File: src/rtl/ram_access_arbiter.sv
// Two-port req/ack front end that sequences the 1024x10 RAM strobes (address load, then write/read).
// Define ARB_ROUND_ROBIN_EN for round-robin tie-break; default build is fixed priority (port 0 wins).
module ram_access_arbiter #(
  parameter int AW = 10,
  parameter int DW = 10
) (
  input  logic          clk,
  input  logic          reset,
  input  logic          req0,
  input  logic          req1,
  input  logic          we0,
  input  logic          we1,
  input  logic [AW-1:0] addr0,
  input  logic [AW-1:0] addr1,
  input  logic [DW-1:0] wdata0,
  input  logic [DW-1:0] wdata1,
  output logic          ack0,
  output logic          ack1,
  output logic [DW-1:0] rdata0,
  output logic [DW-1:0] rdata1,
  output logic          busy,
  output logic [AW-1:0] ram_address,
  output logic [DW-1:0] ram_data_in,
  output logic          ram_EN_AddressRegRead,
  output logic          ram_EN_write_to_RAM,
  output logic          ram_EN_read_from_RAM,
  input  logic [DW-1:0] ram_data_out
);

  typedef enum logic [1:0] {IDLE, LOAD_ADDR, ACCESS, RESPOND} state_e;

  state_e          state_q, state_d;
  logic            gnt_q, gnt_d;
  logic            we_q, we_d;
  logic [AW-1:0]   addr_q, addr_d;
  logic [DW-1:0]   wdata_q, wdata_d;
  logic [DW-1:0]   rdata0_q, rdata0_d;
  logic [DW-1:0]   rdata1_q, rdata1_d;
  logic            win;

`ifdef ARB_ROUND_ROBIN_EN
  logic            last_grant_q, last_grant_d;

  always_comb begin
    if (req0 && req1) win = ~last_grant_q;
    else              win = ~req0;
  end
`else
  always_comb begin
    win = ~req0;
  end
`endif

  // NOTE: every signal written here gets a default first, so no path can infer a latch.
  always_comb begin
    state_d  = state_q;
    gnt_d    = gnt_q;
    we_d     = we_q;
    addr_d   = addr_q;
    wdata_d  = wdata_q;
    rdata0_d = rdata0_q;
    rdata1_d = rdata1_q;
`ifdef ARB_ROUND_ROBIN_EN
    last_grant_d = last_grant_q;
`endif
    unique case (state_q)
      IDLE: begin
        if (req0 || req1) begin
          state_d = LOAD_ADDR;
          gnt_d   = win;
          we_d    = win ? we1    : we0;
          addr_d  = win ? addr1  : addr0;
          wdata_d = win ? wdata1 : wdata0;
`ifdef ARB_ROUND_ROBIN_EN
          last_grant_d = win;
`endif
        end
      end
      LOAD_ADDR: state_d = ACCESS;
      ACCESS: begin
        state_d = RESPOND;
        if (!we_q) begin
          if (gnt_q) rdata1_d = ram_data_out;
          else       rdata0_d = ram_data_out;
        end
      end
      RESPOND: state_d = IDLE;
      default: state_d = IDLE;
    endcase
  end

  // NOTE: sequential state uses non-blocking assignments; reset is synchronous and clears every flop.
  always_ff @(posedge clk) begin
    if (reset) begin
      state_q  <= IDLE;
      gnt_q    <= 1'b0;
      we_q     <= 1'b0;
      addr_q   <= '0;
      wdata_q  <= '0;
      rdata0_q <= '0;
      rdata1_q <= '0;
`ifdef ARB_ROUND_ROBIN_EN
      last_grant_q <= 1'b1;
`endif
    end else begin
      state_q  <= state_d;
      gnt_q    <= gnt_d;
      we_q     <= we_d;
      addr_q   <= addr_d;
      wdata_q  <= wdata_d;
      rdata0_q <= rdata0_d;
      rdata1_q <= rdata1_d;
`ifdef ARB_ROUND_ROBIN_EN
      last_grant_q <= last_grant_d;
`endif
    end
  end

  // NOTE: strobes and acks are gated by ~reset so a reset cycle never touches the RAM or a requester.
  always_comb begin
    ram_address           = '0;
    ram_data_in           = '0;
    ram_EN_AddressRegRead = 1'b0;
    ram_EN_write_to_RAM   = 1'b0;
    ram_EN_read_from_RAM  = 1'b0;
    ack0                  = 1'b0;
    ack1                  = 1'b0;
    busy                  = (state_q != IDLE);
    unique case (state_q)
      LOAD_ADDR: begin
        ram_address           = addr_q;
        ram_EN_AddressRegRead = ~reset;
      end
      ACCESS: begin
        ram_address = addr_q;
        if (we_q) begin
          ram_data_in         = wdata_q;
          ram_EN_write_to_RAM = ~reset;
        end else begin
          ram_EN_read_from_RAM = ~reset;
        end
      end
      RESPOND: begin
        ack0 = ~gnt_q & ~reset;
        ack1 =  gnt_q & ~reset;
      end
      default: ;
    endcase
  end

  assign rdata0 = rdata0_q;
  assign rdata1 = rdata1_q;

endmodule

File: config.mk
export PLATFORM = sky130hd
export DESIGN_NAME = ram_access_arbiter
export DESIGN_NICKNAME = d
export VERILOG_FILES = /design/src/rtl/ram_access_arbiter.sv
export SDC_FILE = /design/constraint.sdc
export NUM_CORES = 1
export LEC_CHECK = 0
export BUFFER_PORTS_ARGS = -buffer_cell sky130_fd_sc_hd__buf_2
export CORE_MARGIN = 3
export CORE_UTILIZATION = 42
export DETAILED_ROUTE_END_ITERATION = 10
export PLACE_DENSITY = 0.85
export REMOVE_ABC_BUFFERS = 1
export SLEW_MARGIN = 30
export SYNTH_ARGS = -nofsm -noshare
export SYNTH_HDL_FRONTEND = slang
export SYNTH_SLANG_ARGS = --single-unit
export TNS_END_PERCENT = 20
File: constraint.sdc
create_clock -name clk -period 1.4 [get_ports clk]
set_input_delay 0.07 -clock clk [delete_from_list [all_inputs] [get_ports clk]]
set_output_delay 0.07 -clock clk [all_outputs]
set_load 0.005 [all_outputs]
==> reports/qor.yml, run 1 <==
worst_setup_path:
  crit_path_end_kind: "primary output"
  critical_path.max_stage_delay_ns: 0.36
  path_class: "flip-flop to primary output"
  critPathRequiredTime_ns: 1.33
  crit_path_max_fanout: 6
  crit_path_top_cell_by_count: "sky130_fd_sc_hd__buf_6"
  critical_path.cell_chain: "inv_4, ha_4, buf_6, buf_6, nor3b_2, buf_2"
  worst_path_max_delay_cell: "sky130_fd_sc_hd__dfxtp_2"
  arrival_ns: 1.37
  startpoint_type_of_the_worst_setup_path: "flip-flop"
cts:
  cts_root_buf: "sky130_fd_sc_hd__clkbuf_8"
  cts_hold_repair.buffers: 0
  tritoncts: "done"
  cts_made_buffers: 5
  clkSinkCount: 44
  htreeDepth: 2
  clk_latency_ns: 0.29
  clk_pin_slew_worst_paths_ns: 0.09
  max-clock-path-buffers: 2
synthesis:
  yosys_register_bits: 44
  post_synthesis_sequential_area_ratio_pct: 41.0
  post_synth_inst_count: 233
  main_area_contributors_after_synthesis: "sky130_fd_sc_hd__dfxtp_1 (41%), sky130_fd_sc_hd__a211oi_2 (12%), sky130_fd_sc_hd__mux2i_1 (10%)"
  post_synthesis_area_per_instance_um2: 9.21
  asyncSetResetFlopFracSynth_pct: 0
  synth-warning-count: 0
  synthesis.area_um2: 2150
  synth_common_cells: "sky130_fd_sc_hd__dfxtp_1 (44), sky130_fd_sc_hd__nand2_1 (41), sky130_fd_sc_hd__nor2_1 (24)"
  synth_enable_flop_cells: 0
  ys.flop_type: "sky130_fd_sc_hd__dfxtp_1"
  post-synth-top-count-cell: "sky130_fd_sc_hd__dfxtp_1"
  synthDominantAreaCellType: "sky130_fd_sc_hd__dfxtp_1"
  number_of_different_library_cells_in_the_post_synthesis_netlist: 25
  post-synth-top-area-fraction_pct: 41.0
job:
  max_cap_violations: 0
pwr:
  total_leakage_power_nw: 1.42
  cellPowerDensity_nw_per_um2: 1670
  ir_worst_vdd_mv: 1.27
timing:
  grt_setup_unrepaired: "true"
  timing.clock.skew_ns: 0.00536
  maxClockFrequency_ghz: 0.694
  slew_violations: 0
  tns_ns: -0.285
  timing_hold_violations_final: 0
  holdWs_ns: 0.0170
  final_min_period_over_clock_period_pct: 103
  setup_viol_count_final: 11
  worstMarginPinSlew_ns: 0.345
  max_slew_margin_pct: 77.0
  timing.final.crit_period_ns: 1.44
  postLayoutSetupSlackWorst_ns: -0.0409
finish:
  number_of_nets_in_the_final_layout: 399
  synthToLayoutAreaGrowth_pct: 44.8
  antenna_cells: 0
  layout.cell_area.non_filler_um2: 3110
  drive_gt1_share_pct: 50.7
die:
  placement_rows: 25
  initial_utilization_pct: 44.5
  top_ports: 102
  floorplan.die.width_um: 77.5
  die-area_um2: 6000
  die_height_um: 77.5
  core_um2: 4820
grt:
  first_global_vias: 1913
  grt_antenna_before_repair: 0
  grt_use_total_pct: 18.1
  grt_start_max_net_pins: 32
  grt_pass1_wl_um: 8760
  globalRouteOverflowTotal: 0
drt:
  dr_pass1_iterations: 4
  routed.top_layer: "met4"
  total_via_count_after_detailed_routing: 1972
  postRouteWirelength_um: 5460
  wl_met1_um: 2330
  wl_per_cell_um: 13.5
  routed-wl-met3_um: 294
  drc_errors: 0
  detail-route-antenna-nets: 0
  drt-vias-per-instance: 4.86
  met2_wire_len_um: 2750
  dr.first_iter.drc_count: 95
placement:
  post-dp-hpwl_um: 3790
  dpl_cell_area_um2: 2740
  place.port_buffers: 101
  place.gp.congestion: 0.805
hold_path:
  timing.hold.worst.class: "input port to flip-flop"
outcome:
  outcome: "complete, but fails checks"
  violations: "setup timing"
per-layer routing:
metal	vias up	track usage, %
met5	-	0
met4	0	6.41
met3	9	4.18
met2	62	31.1
met1	899	22.1
li1	1002	-
registers in the layout, indices dropped and copies added, names as in the netlist:
signal,flops
rdata1,10
rdata0,10
addr_q,10
wdata_q,10
state_q,2
gnt_q,1
we_q,1
path summary, 6_finish.rpt:
check	from	cells past startpoint	slack, ns	end
worst max-delay path	state_q[0]	6	-0.04	ram_EN_read_from_RAM
worst min-delay path	ram_data_out[2]	3	0.02	rdata1[2]
worst max register to register	state_q[0]	5	0.02	rdata0[7]
worst min register to register	rdata1[2]	2	0.46	rdata1[2]
cells in the final DEF (no fill, tap or decap), drive strengths merged, types with 7 or more instances in the layout:
cell	instances
a211oi	23
a21oi	21
and2	10
and3	10
buf	116
clkbuf	7
dfxtp	44
mux2i	22
nand2	41
nor2	24
final cells by class:
cell class | instances | area [um^2]
multi-input cells | 167 | 1240
flip-flops and latches | 44 | 886
clock inverters | 2 | 38.8
clock buffers | 6 | 82.6
well taps | 67 | 83.8
fillers | 401 | 1710
repair buffers | 117 | 762
inverters | 3 | 13.8
what timing repair did:
action	in CTS	in global routing
setup endpoints to repair	57	61
pin swaps	11	2
gates cloned	1	1
buffers inserted	1	1
resized for setup	37	8
logic make-up (layout without fill, tap and decap cells):
kind of cell               Yosys count  count (layout)  share of synthesized area, %
adders and majority gates            5               5                          2.92
muxes                               22              22                          10.3
AOI/OAI and AO/OA                   45              45                          18.2
buffers and inverters               22             128                          6.36
DFF                                 44              44                          41.0
and+or+nand+nor                     95              95                          21.2
per-stage QoR:
stage	power (mW)	util (%)	setup slack (ns)	cells
final	5.19	64.5	-0.0409	406
after global routing	5.53	64.5	-0.111	406
after CTS	5.05	63.1	-0.0441	404
after detailed placement	3.79	56.9	-0.0768	394
after global placement	3.72	56.9	0.0186	394
after floorplan	2.98	-	-0.693	214
where the power goes:
group	switching (mW)	internal [mW]	total [mW]
Clock	0.432	0.584	1.02
Combinational	1.21	1.18	2.39
Sequential	0.195	1.59	1.79
critical path: cells and delay by family (launching register included):
| kind | cells | cell delay (ns) |
|---|---|---|
| DFF | 1 | 0.36 |
| and+or+nand+nor | 1 | 0.14 |
| buffers and inverters | 4 | 0.43 |
| adders and majority gates | 1 | 0.15 |
Power figures use the tool's default switching activity.
==> run 2, diff against run 1 <==
--- a/config.mk
+++ b/config.mk
@@ -9,6 +9,7 @@
 export CORE_MARGIN = 3
 export CORE_UTILIZATION = 42
 export DETAILED_ROUTE_END_ITERATION = 10
+export HOLD_SLACK_MARGIN = 0.02
 export PLACE_DENSITY = 0.85
 export REMOVE_ABC_BUFFERS = 1
 export SLEW_MARGIN = 30
==> reports/qor.yml, run 2 (synthesized netlist as in run 1, its figures left out) <==
cts:
  clkSinkCount: 44
  cts_root_buf: "sky130_fd_sc_hd__clkbuf_8"
  clk_latency_ns: 0.29
  clk_pin_slew_worst_paths_ns: 0.08
  cts_made_buffers: 5
  tritoncts: "done"
  max-clock-path-buffers: 2
  htreeDepth: 2
timing:
  timing.final.crit_period_ns: 1.44
  setup_viol_count_final: 11
  final_min_period_over_clock_period_pct: 103
  postLayoutSetupSlackWorst_ns: -0.0429
  worstMarginPinSlew_ns: 0.347
  maxClockFrequency_ghz: 0.693
  timing.clock.skew_ns: 0.00785
  timing_hold_violations_final: 0
  grt_setup_unrepaired: "true"
  slew_violations: 0
  tns_ns: -0.309
  max_slew_margin_pct: 76.9
drt:
  wl_per_cell_um: 13.5
  postRouteWirelength_um: 5580
  total_via_count_after_detailed_routing: 2003
  dr.first_iter.drc_count: 89
  dr_pass1_iterations: 4
  detail-route-antenna-nets: 0
  drt-vias-per-instance: 4.86
  drc_errors: 0
die:
  floorplan.die.width_um: 77.5
  initial_utilization_pct: 44.5
  placement_rows: 25
  top_ports: 102
  die-area_um2: 6000
  core_um2: 4820
  die_height_um: 77.5
worst_setup_path:
  arrival_ns: 1.37
  startpoint_type_of_the_worst_setup_path: "flip-flop"
  worst_path_max_delay_cell: "sky130_fd_sc_hd__dfxtp_2"
  critPathRequiredTime_ns: 1.33
  critical_path.cell_chain: "inv_4, ha_4, buf_6, buf_6, nor3b_2, buf_2"
  path_class: "flip-flop to primary output"
  critical_path.max_stage_delay_ns: 0.36
  crit_path_max_fanout: 6
  crit_path_end_kind: "primary output"
  crit_path_top_cell_by_count: "sky130_fd_sc_hd__buf_6"
grt:
  globalRouteOverflowTotal: 0
  grt_start_max_net_pins: 32
  first_global_vias: 1924
  grt_use_total_pct: 18.4
  grt_pass1_wl_um: 8870
  grt_antenna_before_repair: 0
pwr:
  report.power.total_mw: 5.21
  ir_worst_vdd_mv: 1.31
  cellPowerDensity_nw_per_um2: 1650
  total_leakage_power_nw: 1.45
finish:
  synthToLayoutAreaGrowth_pct: 47.2
  drive_gt1_share_pct: 50.0
  mostFrequentLayoutCell: "sky130_fd_sc_hd__buf_2"
  number_of_nets_in_the_final_layout: 404
  final_cell_count_no_fill: 412
  most-common-layout-cells: "sky130_fd_sc_hd__buf_2 (91), sky130_fd_sc_hd__dfxtp_1 (42), sky130_fd_sc_hd__nand2_1 (41)"
  final_core_utilization_pct: 65.6
placement:
  place.port_buffers: 101
  placed_instance_count: 394
  place.gp.congestion: 0.805
  post-dp-hpwl_um: 3790
  dp_worst_setup_slack_ns: -0.0768
job:
  max_cap_violations: 0
hold_path:
  timing.hold.worst.class: "input port to flip-flop"
outcome:
  outcome: "complete, but fails checks"
  violations: "setup timing"
[run 2: cell count changes in the layout (fill, tap and decap cells not counted)]
cell,before,now
sky130_fd_sc_hd__diode_2,0,1
sky130_fd_sc_hd__dlygate4sd3_1,0,5
[run 2: area by class of cell]
cell class	instances	area, um^2
Clock inverter	2	38.8
Inverter	3	13.8
Clock buffer	6	82.6
Multi-Input combinational cell	167	1240
Sequential cell	44	886
Antenna cell	1	2.50
Timing Repair Buffer	122	812
Tap cell	67	83.8
Fill cell	399	1660
[run 2: path summary, 6_finish.rpt]
kind	start	cells after the start	to	slack [ns]
worst max register to register	state_q[0]	5	rdata0[7]	0.02
worst min-delay path	ram_data_out[0]	3	rdata1[0]	0.02
worst min register to register	rdata1[0]	2	rdata1[0]	0.46
worst max-delay path	state_q[0]	6	ram_EN_read_from_RAM	-0.04
[run 2: worst max-delay path: cells and delay by family, from the launching register on]
kind,cells,cell delay (ns)
fa+ha+maj,1,0.15
buf+inv,4,0.42
flops,1,0.36
simple gates,1,0.14
[run 2: metrics by stage]
step	instance area, um^2	hold WS, ns
final	3160	0.0247
after global routing	3160	0.0253
after CTS	3080	0.0213
after detailed placement	2740	0.329
after global placement	2740	0.324
after floorplan	2020	0.135
[run 2: timing repair]
action | in CTS | in global routing
pin swaps | 11 | 2
setup buffers | 1 | 1
gates resized for setup | 37 | 8
endpoints found under the setup margin | 57 | 61
hold buffers | 4 | 1
cloned | 1 | 1
hold endpoints to repair | 6 | 1
[run 2: where the power goes]
group          internal, mW  switching (mW)
sequential             1.59           0.194
clock                 0.584           0.436
combinational          1.19            1.21
[run 2: layer usage]
layer | up-vias | part of all wire [%] | GRT usage (%)
met5 | - | 0 | 0
met4 | 0 | 2.2 | 6.58
met3 | 11 | 5.3 | 3.94
met2 | 71 | 50 | 31.8
met1 | 906 | 42 | 22.4
li1 | 1015 | - | -
==> run 3, diff against run 2 <==
--- a/config.mk
+++ b/config.mk
@@ -9,11 +9,12 @@
 export CORE_MARGIN = 3
 export CORE_UTILIZATION = 42
 export DETAILED_ROUTE_END_ITERATION = 10
+export GPL_ROUTABILITY_DRIVEN = 1
 export HOLD_SLACK_MARGIN = 0.02
 export PLACE_DENSITY = 0.85
+export RECOVER_POWER = 25
 export REMOVE_ABC_BUFFERS = 1
 export SLEW_MARGIN = 30
 export SYNTH_ARGS = -nofsm -noshare
 export SYNTH_HDL_FRONTEND = slang
 export SYNTH_SLANG_ARGS = --single-unit
-export TNS_END_PERCENT = 20
==> reports/qor.yml, run 3 (synthesized netlist as in run 1, its figures left out) <==
pwr:
  power_switching_mw: 1.86
  power.combinational.fraction_pct: 46.4
  p_int_mw: 3.38
  swShare_pct: 35.5
  power_frac_clock_pct: 19.4
  p_seq_share_pct: 34.1
  ir_worst_vdd_mv: 1.30
  total_leakage_power_nw: 1.44
  cellPowerDensity_nw_per_um2: 1640
  report.power.total_mw: 5.24
die:
  floorplan.die.width_um: 77.5
  die_height_um: 77.5
  initial_utilization_pct: 44.5
  placement_rows: 25
  core_um2: 4820
  die-area_um2: 6000
  top_ports: 102
timing:
  postLayoutSetupSlackWorst_ns: -0.0414
  grt_setup_unrepaired: "true"
  timing.clock.skew_ns: 0.00648
  max_slew_margin_pct: 77.4
  worstMarginPinSlew_ns: 0.338
  timing_hold_violations_final: 0
  tns_ns: -0.298
  setup_viol_count_final: 12
  timing.final.crit_period_ns: 1.44
  final_min_period_over_clock_period_pct: 103
  slew_violations: 0
  maxClockFrequency_ghz: 0.694
drt:
  wl_per_cell_um: 13.9
  dr_pass1_iterations: 4
  postRouteWirelength_um: 5710
  drt-vias-per-instance: 4.92
  dr.first_iter.drc_count: 101
  detail-route-antenna-nets: 0
  drc_errors: 0
  total_via_count_after_detailed_routing: 2025
hold_path:
  timing.hold.worst.class: "input port to flip-flop"
cts:
  clkSinkCount: 44
  cts_root_buf: "sky130_fd_sc_hd__clkbuf_8"
  cts_made_buffers: 5
  clk_latency_ns: 0.29
  clk_pin_slew_worst_paths_ns: 0.08
  tritoncts: "done"
  htreeDepth: 2
  max-clock-path-buffers: 2
finish:
  antenna_cells: 0
  final_core_utilization_pct: 66.5
  drive_gt1_share_pct: 51.9
  most-common-layout-cells: "sky130_fd_sc_hd__buf_2 (86), sky130_fd_sc_hd__dfxtp_1 (42), sky130_fd_sc_hd__nand2_1 (34)"
  mostFrequentLayoutCell: "sky130_fd_sc_hd__buf_2"
  number_of_nets_in_the_final_layout: 405
  layout.cell_area.non_filler_um2: 3200
  synthToLayoutAreaGrowth_pct: 49.3
worst_setup_path:
  critPathRequiredTime_ns: 1.33
  path_class: "flip-flop to primary output"
  crit_path_end_kind: "primary output"
  arrival_ns: 1.37
  crit_path_max_fanout: 6
  startpoint_type_of_the_worst_setup_path: "flip-flop"
grt:
  grt_start_max_net_pins: 32
  grt_antenna_before_repair: 0
  grt_use_total_pct: 18.5
  globalRouteOverflowTotal: 0
  first_global_vias: 1940
  grt_pass1_wl_um: 8910
outcome:
  outcome: "complete, but fails checks"
  violations: "setup timing"
job:
  max_cap_violations: 0
placement:
  place.gp.congestion: 0.805
  dp_worst_setup_slack_ns: -0.0768
  dpl_cell_area_um2: 2740
  place.port_buffers: 101
  post-dp-hpwl_um: 3790
-- run 3: final timing paths --
path                         from                    to  slack (ns)  cells past startpoint
hold / removal    ram_data_out[0]             rdata0[0]        0.03                      3
setup / recovery       state_q[0]  ram_EN_read_from_RAM       -0.04                      6
setup reg to reg       state_q[1]             addr_q[3]        0.01                      6
hold reg to reg         rdata1[8]             rdata1[8]        0.46                      2
-- run 3: stage by stage --
stage,hold WS (ns),std cells
floorplan,0.135,214
global placement,0.324,394
detailed placement,0.329,394
CTS,0.0213,410
global route,0.0248,412
finish,0.0272,412
-- run 3: critical path: stages, from the launching register on --
cell	delay [ns]
sky130_fd_sc_hd__dfxtp_2	0.36
sky130_fd_sc_hd__inv_4	0.05
sky130_fd_sc_hd__ha_4	0.15
sky130_fd_sc_hd__buf_6	0.12
sky130_fd_sc_hd__buf_6	0.13
sky130_fd_sc_hd__nor3b_2	0.14
sky130_fd_sc_hd__buf_2	0.13
-- run 3: power groups by stage --
stage / logic (mW) / clock network (mW) / registers, mW
6_report: 2.43 / 1.02 / 1.79
5_1_grt: 2.67 / 1.08 / 1.82
2_1_floorplan: 1.21 / 0 / 1.77
4_1_cts: 2.27 / 1.03 / 1.78
3_3_place_gp: 1.96 / 0 / 1.76
3_5_place_dp: 2.02 / 0 / 1.77
-- run 3: per-layer routing --
layer | vias up | GRT usage (%) | share of wire [%]
met5 | - | 0 | 0
met4 | 0 | 6.58 | 2.1
met3 | 13 | 3.94 | 5.0
met2 | 69 | 32.1 | 51
met1 | 930 | 22.5 | 42
li1 | 1013 | - | -
-- run 3: timing repair --
action / CTS / global route
endpoints found under the setup margin: 57 / 60
resized for setup: 36 / 24
gates cloned: 1 / 2
pin swaps: 11 / 17
hold buffers: 4 / 0
setup buffers: 3 / 0
endpoints found under the hold margin: 6 / 0
-- run 3: layout make-up --
type                    count  area [um^2]
fillers                   395         1610
inverters                   3         13.8
clock inverters             2         38.8
repair buffers            123          815
well taps                  67         83.8
clock buffers               6         82.6
flip-flops and latches     44          886
multi-input cells         167         1280
